### config.mk
export PLATFORM = sky130hd
export DESIGN_NAME = seg_display_scan_flat
export DESIGN_NICKNAME = d
export VERILOG_FILES = /design/src/rtl/seg_display_scan_if.sv /design/src/rtl/seg_display_scan.sv /design/src/flat_wrapper.sv
export SDC_FILE = /design/constraint.sdc
export NUM_CORES = 1
export LEC_CHECK = 0
export BUFFER_PORTS_ARGS = -buffer_cell sky130_fd_sc_hd__buf_4
export CELL_PAD_IN_SITES_DETAIL_PLACEMENT = 0
export CELL_PAD_IN_SITES_GLOBAL_PLACEMENT = 1
export CORE_MARGIN = 1.5
export CORE_UTILIZATION = 37
export DETAILED_ROUTE_END_ITERATION = 7
export PLACE_DENSITY_LB_ADDON = 0.1
export SLEW_MARGIN = 40
export SYNTH_ARGS = -nofsm -noshare
export SYNTH_HDL_FRONTEND = slang
export SYNTH_SLANG_ARGS = --single-unit
### constraint.sdc
create_clock -name CLK -period 2.67 [get_ports CLK]
set_input_delay 0.267 -clock CLK [delete_from_list [all_inputs] [get_ports CLK]]
set_output_delay 0.267 -clock CLK [all_outputs]
set_load 0.02 [all_outputs]
### src/rtl/seg_display_scan_if.sv
// Bundle between the alarm-clock core and the display scanner: BCD time digits and Alarm in,
// active-low anode, segment and decimal-point drives out.
interface seg_display_scan_if;
    logic       Alarm;
    logic [1:0] Hour_in1;
    logic [3:0] Hour_in0;
    logic [3:0] Min_in1;
    logic [3:0] Min_in0;
    logic [3:0] Sec_in1;
    logic [3:0] Sec_in0;
    logic [5:0] An;
    logic [6:0] Seg;
    logic       Dp;

    // The clock core drives the digits; the display scanner drives the LED pins.
    modport master (
        output Alarm, Hour_in1, Hour_in0, Min_in1, Min_in0, Sec_in1, Sec_in0,
        input  An, Seg, Dp
    );

    modport slave (
        input  Alarm, Hour_in1, Hour_in0, Min_in1, Min_in0, Sec_in1, Sec_in0,
        output An, Seg, Dp
    );
endinterface

### src/rtl/seg_display_scan.sv
// Time-multiplexes HH:MM:SS onto a common-anode 6-digit 7-segment display with registered outputs.
// Define DISP_BLINK_EN to blink the whole display while Alarm is high; otherwise Alarm lights the seconds-units dot.
module seg_display_scan #(
    parameter int SCAN_DIV  = 4,
    parameter int BLINK_DIV = 8
) (
    input  logic              CLK,
    input  logic              reset,
    seg_display_scan_if.slave bus
);

    generate
        if (SCAN_DIV < 1 || SCAN_DIV > 65535) begin : g_badScanDiv
            $error("SCAN_DIV must be in 1..65535");
        end
        if (BLINK_DIV < 1 || BLINK_DIV > 255) begin : g_badBlinkDiv
            $error("BLINK_DIV must be in 1..255");
        end
    endgenerate

    logic [15:0] r_divCnt;
    logic [2:0]  r_idx;
    logic [5:0]  r_an;
    logic [6:0]  r_seg;
    logic        r_dp;

    logic [3:0]  w_digit;
    logic        w_valid;
    logic [5:0]  w_an;
    logic [6:0]  w_seg;
    logic        w_dpLit;
    logic        w_blank;
    logic        w_slotEnd;

    function automatic logic [6:0] decodeDigit(input logic [3:0] value, input logic valid);
        logic [6:0] segs;
        case (value)
            4'd0:    segs = 7'b1000000;
            4'd1:    segs = 7'b1111001;
            4'd2:    segs = 7'b0100100;
            4'd3:    segs = 7'b0110000;
            4'd4:    segs = 7'b0011001;
            4'd5:    segs = 7'b0010010;
            4'd6:    segs = 7'b0000010;
            4'd7:    segs = 7'b1111000;
            4'd8:    segs = 7'b0000000;
            4'd9:    segs = 7'b0010000;
            default: segs = 7'b0111111;
        endcase
        if (!valid) segs = 7'b0111111;
        return segs;
    endfunction

    assign w_slotEnd = (r_divCnt == 16'(SCAN_DIV - 1));

    // Tens digits have tighter legal ranges than units; anything out of range shows a dash.
    always_comb begin
        w_digit = 4'd0;
        w_valid = 1'b0;
        w_an    = 6'b111111;
        case (r_idx)
            3'd0: begin w_digit = bus.Sec_in0;             w_valid = (bus.Sec_in0 <= 4'd9);  w_an = 6'b111110; end
            3'd1: begin w_digit = bus.Sec_in1;             w_valid = (bus.Sec_in1 <= 4'd5);  w_an = 6'b111101; end
            3'd2: begin w_digit = bus.Min_in0;             w_valid = (bus.Min_in0 <= 4'd9);  w_an = 6'b111011; end
            3'd3: begin w_digit = bus.Min_in1;             w_valid = (bus.Min_in1 <= 4'd5);  w_an = 6'b110111; end
            3'd4: begin w_digit = bus.Hour_in0;            w_valid = (bus.Hour_in0 <= 4'd9); w_an = 6'b101111; end
            3'd5: begin w_digit = {2'b00, bus.Hour_in1};   w_valid = (bus.Hour_in1 != 2'd3); w_an = 6'b011111; end
            default: begin w_digit = 4'd0; w_valid = 1'b0; w_an = 6'b111111; end
        endcase
        w_seg = decodeDigit(w_digit, w_valid);
    end

`ifdef DISP_BLINK_EN
    logic [7:0] r_frameCnt;
    logic       r_blinkPhase;
    logic       w_frameEnd;

    assign w_frameEnd = w_slotEnd && (r_idx == 3'd5);
    assign w_dpLit    = (r_idx == 3'd2) || (r_idx == 3'd4);
    assign w_blank    = bus.Alarm && !r_blinkPhase;

    // Dropping Alarm parks the blinker in its visible phase so the next alarm starts lit.
    always_ff @(posedge CLK or posedge reset) begin
        if (reset) begin
            r_frameCnt   <= 8'd0;
            r_blinkPhase <= 1'b1;
        end else if (!bus.Alarm) begin
            r_frameCnt   <= 8'd0;
            r_blinkPhase <= 1'b1;
        end else if (w_frameEnd) begin
            if (r_frameCnt == 8'(BLINK_DIV - 1)) begin
                r_frameCnt   <= 8'd0;
                r_blinkPhase <= ~r_blinkPhase;
            end else begin
                r_frameCnt <= r_frameCnt + 8'd1;
            end
        end
    end
`else
    assign w_dpLit = (r_idx == 3'd2) || (r_idx == 3'd4) || (bus.Alarm && (r_idx == 3'd0));
    assign w_blank = 1'b0;
`endif

    always_ff @(posedge CLK or posedge reset) begin
        if (reset) begin
            r_divCnt <= 16'd0;
            r_idx    <= 3'd0;
            r_an     <= 6'b111111;
            r_seg    <= 7'b1111111;
            r_dp     <= 1'b1;
        end else begin
            r_an  <= w_blank ? 6'b111111  : w_an;
            r_seg <= w_blank ? 7'b1111111 : w_seg;
            r_dp  <= w_blank ? 1'b1       : !w_dpLit;
            if (w_slotEnd) begin
                r_divCnt <= 16'd0;
                r_idx    <= (r_idx == 3'd5) ? 3'd0 : r_idx + 3'd1;
            end else begin
                r_divCnt <= r_divCnt + 16'd1;
            end
        end
    end

    assign bus.An  = r_an;
    assign bus.Seg = r_seg;
    assign bus.Dp  = r_dp;

endmodule

### src/flat_wrapper.sv
// flat-port wrapper written by rule: the top's interface ports become plain ports
module seg_display_scan_flat 
#(
    parameter int SCAN_DIV  = 4,
    parameter int BLINK_DIV = 8
)
  (CLK, reset, bus_Alarm, bus_Hour_in1, bus_Hour_in0, bus_Min_in1, bus_Min_in0, bus_Sec_in1, bus_Sec_in0, bus_An, bus_Seg, bus_Dp);
  seg_display_scan_if bus_i ();
  input  logic CLK;
  input  logic reset;
  input wire logic [$bits(bus_i.Alarm)-1:0] bus_Alarm;
  input wire logic [$bits(bus_i.Hour_in1)-1:0] bus_Hour_in1;
  input wire logic [$bits(bus_i.Hour_in0)-1:0] bus_Hour_in0;
  input wire logic [$bits(bus_i.Min_in1)-1:0] bus_Min_in1;
  input wire logic [$bits(bus_i.Min_in0)-1:0] bus_Min_in0;
  input wire logic [$bits(bus_i.Sec_in1)-1:0] bus_Sec_in1;
  input wire logic [$bits(bus_i.Sec_in0)-1:0] bus_Sec_in0;
  output wire logic [$bits(bus_i.An)-1:0] bus_An;
  output wire logic [$bits(bus_i.Seg)-1:0] bus_Seg;
  output wire logic [$bits(bus_i.Dp)-1:0] bus_Dp;
  assign bus_i.Alarm = bus_Alarm;
  assign bus_i.Hour_in1 = bus_Hour_in1;
  assign bus_i.Hour_in0 = bus_Hour_in0;
  assign bus_i.Min_in1 = bus_Min_in1;
  assign bus_i.Min_in0 = bus_Min_in0;
  assign bus_i.Sec_in1 = bus_Sec_in1;
  assign bus_i.Sec_in0 = bus_Sec_in0;
  assign bus_An = bus_i.An;
  assign bus_Seg = bus_i.Seg;
  assign bus_Dp = bus_i.Dp;
  seg_display_scan #(.SCAN_DIV(SCAN_DIV), .BLINK_DIV(BLINK_DIV)) u_core (.CLK(CLK), .reset(reset), .bus(bus_i));
endmodule
Word-level counts from Yosys, hierarchy flattened

Memories as Yosys holds them, arrays and structs flattened.
Cells that the tools add are included.
Widths: inputs -> output; s select.

Memories kept: 1
Logic and storage cells: 31
Output and inout port bits: 14
Input port bits: 25
Memory bits (read-only): 112
Flip-flop bits (word level): 33

Eq/ne operators: 7
Mux-type cells: 6
Add/sub/neg operators: 2
$lt $le $gt $ge: 5
Reduce and logical (&&, ||, !) cells: 5

Memory list:

| name            | depth | width | read ports | clocked after memory_dff | write ports | line                   | source |
|---|---|---|---|---|---|---|---|
| (no name shown) | 16    | 7     | 1          | 0                        | 0           | seg_display_scan.sv:37 | `case (value)` |

Operators by type and width:

| operator              | count |
|---|---|
| $pmux 6 s6            | 1 |
| $pmux 4 s6            | 1 |
| $add 16x1->16 const B | 1 |
| $eq 16x2->1 const B   | 1 |
| $mux 16               | 1 |
| $le 4x4->1 const B    | 3 |
| $le 4x3->1 const B    | 2 |
| $mux 7                | 1 |
| $eq 3x2->1 const B    | 2 |
| $eq 3x3->1 const B    | 2 |
| $pmux 1 s6            | 1 |
| $add 3x1->3 const B   | 1 |
| $eq 3x1->1 const B    | 1 |
| $logic_not 3->1       | 1 |
| $mux 3                | 1 |
| $logic_or 1x1->1      | 2 |
| $ne 2x2->1 const B    | 1 |
| $logic_and 1x1->1     | 1 |
| $logic_not 1->1       | 1 |

Logic depth before layout (Yosys ltp)

Depth after elaboration: 4
Depth in mapped cells: 13
Mapped depth without buffers: 11

Worst setup path before layout

No wires, ideal clock.

Path type: flip-flop to flip-flop
From: register u_core.r_idx[2]
To: register u_core.r_seg[4], in the netlist u_core.bus.Seg[4]
Library setup time: 0.081 ns
Path slack: 0.234 ns
Stages on the path, launching flop included: 12
Path buffers: 2
Required time: 2.589 ns
Arrival: 2.355 ns
Period minus slack after synthesis: 2.436 ns
Cells stage by stage: dfrtp_1 > buf_6 > buf_2 > inv_1 > ha_1 > and2_1 > a221o_1 > nor2_1 > nor2_1 > ha_1 > mux2_1 > o211ai_1

Cells in the longest elaborated chain, start to end: 4
Elaborated cells on any way between the ends: 10
Classes of those cells: eq/ne (5); mux (3); reduce/logical (1); memory (1)

Ends and longest elaborated chain:

| element                            | line                    | source |
|---|---|---|
| start: declaration                 | seg_display_scan.sv:22  | `logic [2:0] r_idx;` |
| start signal: assignment           | seg_display_scan.sv:117 | `r_idx <= (r_idx == 3'd5) ? 3'd0 : r_idx + 3'd1;` |
| $eq 3x3->1 (tied with other cells) | seg_display_scan.sv:61  | `case (r_idx)` |
| $pmux 4 s6                         | seg_display_scan.sv:61  |  |
| $mem_v2 16x7                       | -                       |  |
| $mux 7 *                           | seg_display_scan.sv:50  | `if (!valid) segs = 7'b0111111;` |
| named net u_core.w_seg[4]          | seg_display_scan.sv:30  | `logic [6:0] w_seg;` |
| end signal: assignment             | seg_display_scan.sv:113 | `r_seg <= w_blank ? 7'b1111111 : w_seg;` |
| end: declaration                   | seg_display_scan.sv:24  | `logic [6:0] r_seg;` |

The timed path passes the listed nets; every way through them passes the cells marked *.
A chain may end at the register's enable or synchronous reset.

Worst setup path in the final report

From: register u_core.r_idx[2]
To: register u_core.r_seg[6], in the netlist u_core.bus.Seg[6]

The elaborated chain is that of the path after synthesis.

==> metrics <==
total count of hold-check failures in the final report=0; sum of overflow across all layers after global routing=0; post-synthesis register bit count=33; RD Place Congestion=just over 0.8; beginning of the critical path=u_core.r_idx[2]; gate count of the mapped netlist=180; Setup Buffers After CTS=0; Buffers on Ports=38; warnings from Yosys=0; Post-synth ARST share=1.00; dominant synthesized flop cell=sky130_fd_sc_hd__dfrtp_1; clock tree from TritonCTS=built; routed vias/inst=about 5.1; delay of the slowest cell on the worst path=around 0.54 ns; overall die area=about 0.0056 mm²; height of the die=between 70 and 80 µm; drt wl/cell=14.2 µm; number of setup violations in the final report=0; global-route wire length before repair=roughly 7 mm; crit-path max FO=11; register-to-register path setup slack=0.20 ns; depth of the worst register-to-register path=9; diode insertion count for antenna repair=0; worst vdd rail ir drop=255 µV; result of the run=complete, no violations; P_leak=1.05 nW; Top delay family on crit path=compound AO/OA/AOI/OAI gates; portion of the post-synthesis area used by sequential elements=0.444; post-synthesis cell type with the largest combined area=sky130_fd_sc_hd__dfrtp_1; final core utilization=0.486; skew final=between 0.01 and 0.015 ns; detailed-placement wirelength estimate=3.32 mm; fmax=404 MHz; post-synthesis cell area=0.00190 mm²; final-report max-slew violation count=0; Placed Area=0.00227 mm²; number of synthesized flops with an enable pin=0; Clk Latency, worst-skew pair=about 0.27 ns; most area-consuming cells after synthesis=sky130_fd_sc_hd__dfrtp_1 (25%), sky130_fd_sc_hd__dfstp_2 (19%), sky130_fd_sc_hd__ha_1 (7.2%); Crit Reg-Reg Endpoint=u_core.bus.Seg[6]; Inst Count DP=around 290; Max transition margin=0.633; Yosys cell types=50; maximum capacitance violations=0; fraction of layout cells with a size suffix above 1=0.336; required time of the worst setup path=about 2.9 ns; Tot Pwr=a little under 1 mW; final standard cell area without fillers=around 0.0024 mm²; DRT Pass-1 Iters=4; min setup slack post-route=0.197 ns; PwrDens=roughly 420 mW/mm²; Period minus WS final=~2.5 ns; average footprint of a synthesized cell=between 10 and 15 µm²; Site Rows=25; Layout Nets=261; RSZ-0062 raised after global routing=false; Final ANT Viol Nets=0; number of buffers created by CTS=5; portion of synthesized cell area occupied by the leading cell type=0.250; total DRC errors in the routed layout=0; final std cells w/o fill=293; quantity of hold-fixing buffers added after cts=0; # H-tree levels=2; share of the clock period used by the worst path=0.926; overall routing resource usage=0.168; endpoint kind of the worst setup timing path=flip-flop; Detailed Route Iter0 Violations=85; crit-path cells=inv_1 -> ha_1 -> a222oi_1 -> a21boi_0 -> or2_2 -> inv_1 -> ha_1 -> nor2b_1 -> o211a_1; maximum number of pins on one net before global-route repair=28; logic depth of the worst path, buffers included=9; die width=74.7 µm; number of global-route vias before repair=1,528; Reg2Reg Launch Point=u_core.r_idx[2]; fill cell total of the finished layout=between 400 and 500; Worst Path Buf+Inv=2; path class of the lowest-slack min-delay path=input port to asynchronous set/reset pin; DRT Wirelength=between 4 and 5 mm; CP endpoint=u_core.bus.Seg[6]; area growth from synthesis to final layout=24.0%; I/O pin count=39; Critical Path Slowest Stage Cell=sky130_fd_sc_hd__dfrtp_1; Setup CP Type=flip-flop to flip-flop; endpoint arrival time on the critical path=2.67 ns; clock slew seen by the registers of the worst setup and hold paths=roughly 0.070 ns; Resized Gates After CTS=0; via total after detailed routing=about 1.5k; Place WS=roughly 0.24 ns; total negative setup slack=0 ns; initial antenna violation count=0; placeable core region=0.00485 mm²; Critical Path Start Type=flip-flop; actual transition at the worst max-transition pin=~0.55 ns; net count of the mapped netlist=between 200 and 250; Clk Tree Root Cell=sky130_fd_sc_hd__clkbuf_8; Sink Count=33; starting density of the core=0.392; Max Buffers Root-to-Sink=2; tightest hold margin=just over 0.04 ns
## layout make-up
class	instances	area, µm²	share of cell area
repair buffers	44	330	0.140
clock buffers	7	76.3	0.0324
clock inverters	1	5.00	0.00212
well taps	67	83.8	0.0356
multi-input cells	134	991	0.421
flip-flops and latches	33	843	0.358
inverters	7	26.3	0.0112
## logic make-up (layout without fill, tap and decap cells)
| group | Yosys count | in the layout | synth area share |
|---|---|---|---|
| muxes | 7 | 7 | 0.0388 |
| DFF | 33 | 33 | 0.444 |
| and+or+nand+nor | 66 | 66 | 0.199 |
| buffers and inverters | 13 | 59 | 0.0349 |
| xor gates and xnor gates | 15 | 15 | 0.0691 |
| adders and majority gates | 11 | 11 | 0.0724 |
| AOI/OAI and AO/OA | 35 | 35 | 0.142 |
## state kept, by name, indices dropped and copies added (netlist names)
register	count
u_core.r_divCnt	16
u_core.bus.Seg	7
u_core.bus.An	6
u_core.bus.Dp	1
u_core.r_idx	3
## per-layer routing
layer  track usage  wire length [µm]  vias to the layer above  share of wire
met5             0                 0                        -              0
met4        0.0364                31                        0         0.0075
met3        0.0442               183                        4          0.044
met2         0.289              1920                       34           0.46
met1         0.215              2020                      713           0.49
li1              -                 -                      734              -
## synthesized netlist by cell type, drive strengths merged, types with 6 or more instances
cell and number:
dfstp 14, xor2 6, nor2 14, o21bai 6
xnor2 9, ha 11, nand3b 6, dfrtp 19
nand2 11, nand4 6, o21ai 10, inv 7
## report_power, final
part	internal, mW	leakage [nW]	total [mW]	switching [mW]
clock	0.183	0.0422	0.346	0.163
combinational	0.0564	0.602	0.114	0.0580
sequential	0.517	0.409	0.519	0.00264
total	0.756	1.05	0.980	0.224
## cell usage in the layout (no fill, tap or decap), types with 2 or more instances in the layout
cell type	n
sky130_fd_sc_hd__buf_4	44
sky130_fd_sc_hd__dfrtp_1	19
sky130_fd_sc_hd__nor2_1	14
sky130_fd_sc_hd__dfstp_2	14
sky130_fd_sc_hd__nand2_1	11
sky130_fd_sc_hd__ha_1	11
sky130_fd_sc_hd__xnor2_1	9
sky130_fd_sc_hd__o21ai_0	8
sky130_fd_sc_hd__inv_1	6
sky130_fd_sc_hd__nand4_1	6
sky130_fd_sc_hd__xor2_1	6
sky130_fd_sc_hd__nand3b_1	6
sky130_fd_sc_hd__nand3_1	5
sky130_fd_sc_hd__o21bai_1	5
sky130_fd_sc_hd__clkbuf_8	5
sky130_fd_sc_hd__mux2i_1	4
sky130_fd_sc_hd__nand2b_1	3
sky130_fd_sc_hd__nor3_1	3
sky130_fd_sc_hd__and2_1	3
sky130_fd_sc_hd__a21oi_1	3
sky130_fd_sc_hd__o211ai_1	3
sky130_fd_sc_hd__and3_1	2
sky130_fd_sc_hd__and4_1	2
sky130_fd_sc_hd__nor4_1	2
sky130_fd_sc_hd__mux2_2	2
sky130_fd_sc_hd__or2_2	2
sky130_fd_sc_hd__o21ai_2	2
sky130_fd_sc_hd__a2111o_1	2
sky130_fd_sc_hd__clkbuf_1	2
## worst min path at each step
stage,cells after the start,slack (ns),to
after global placement,2,0.41,u_core.bus.Dp
after floorplan,1,0.32,u_core.bus.Dp
after global routing,2,0.08,u_core.r_divCnt[9]
after detailed placement,2,0.36,u_core.r_divCnt[7]
final,2,0.04,u_core.r_divCnt[9]
after CTS,2,0.06,u_core.r_divCnt[8]
Power figures use the tool's default switching activity.
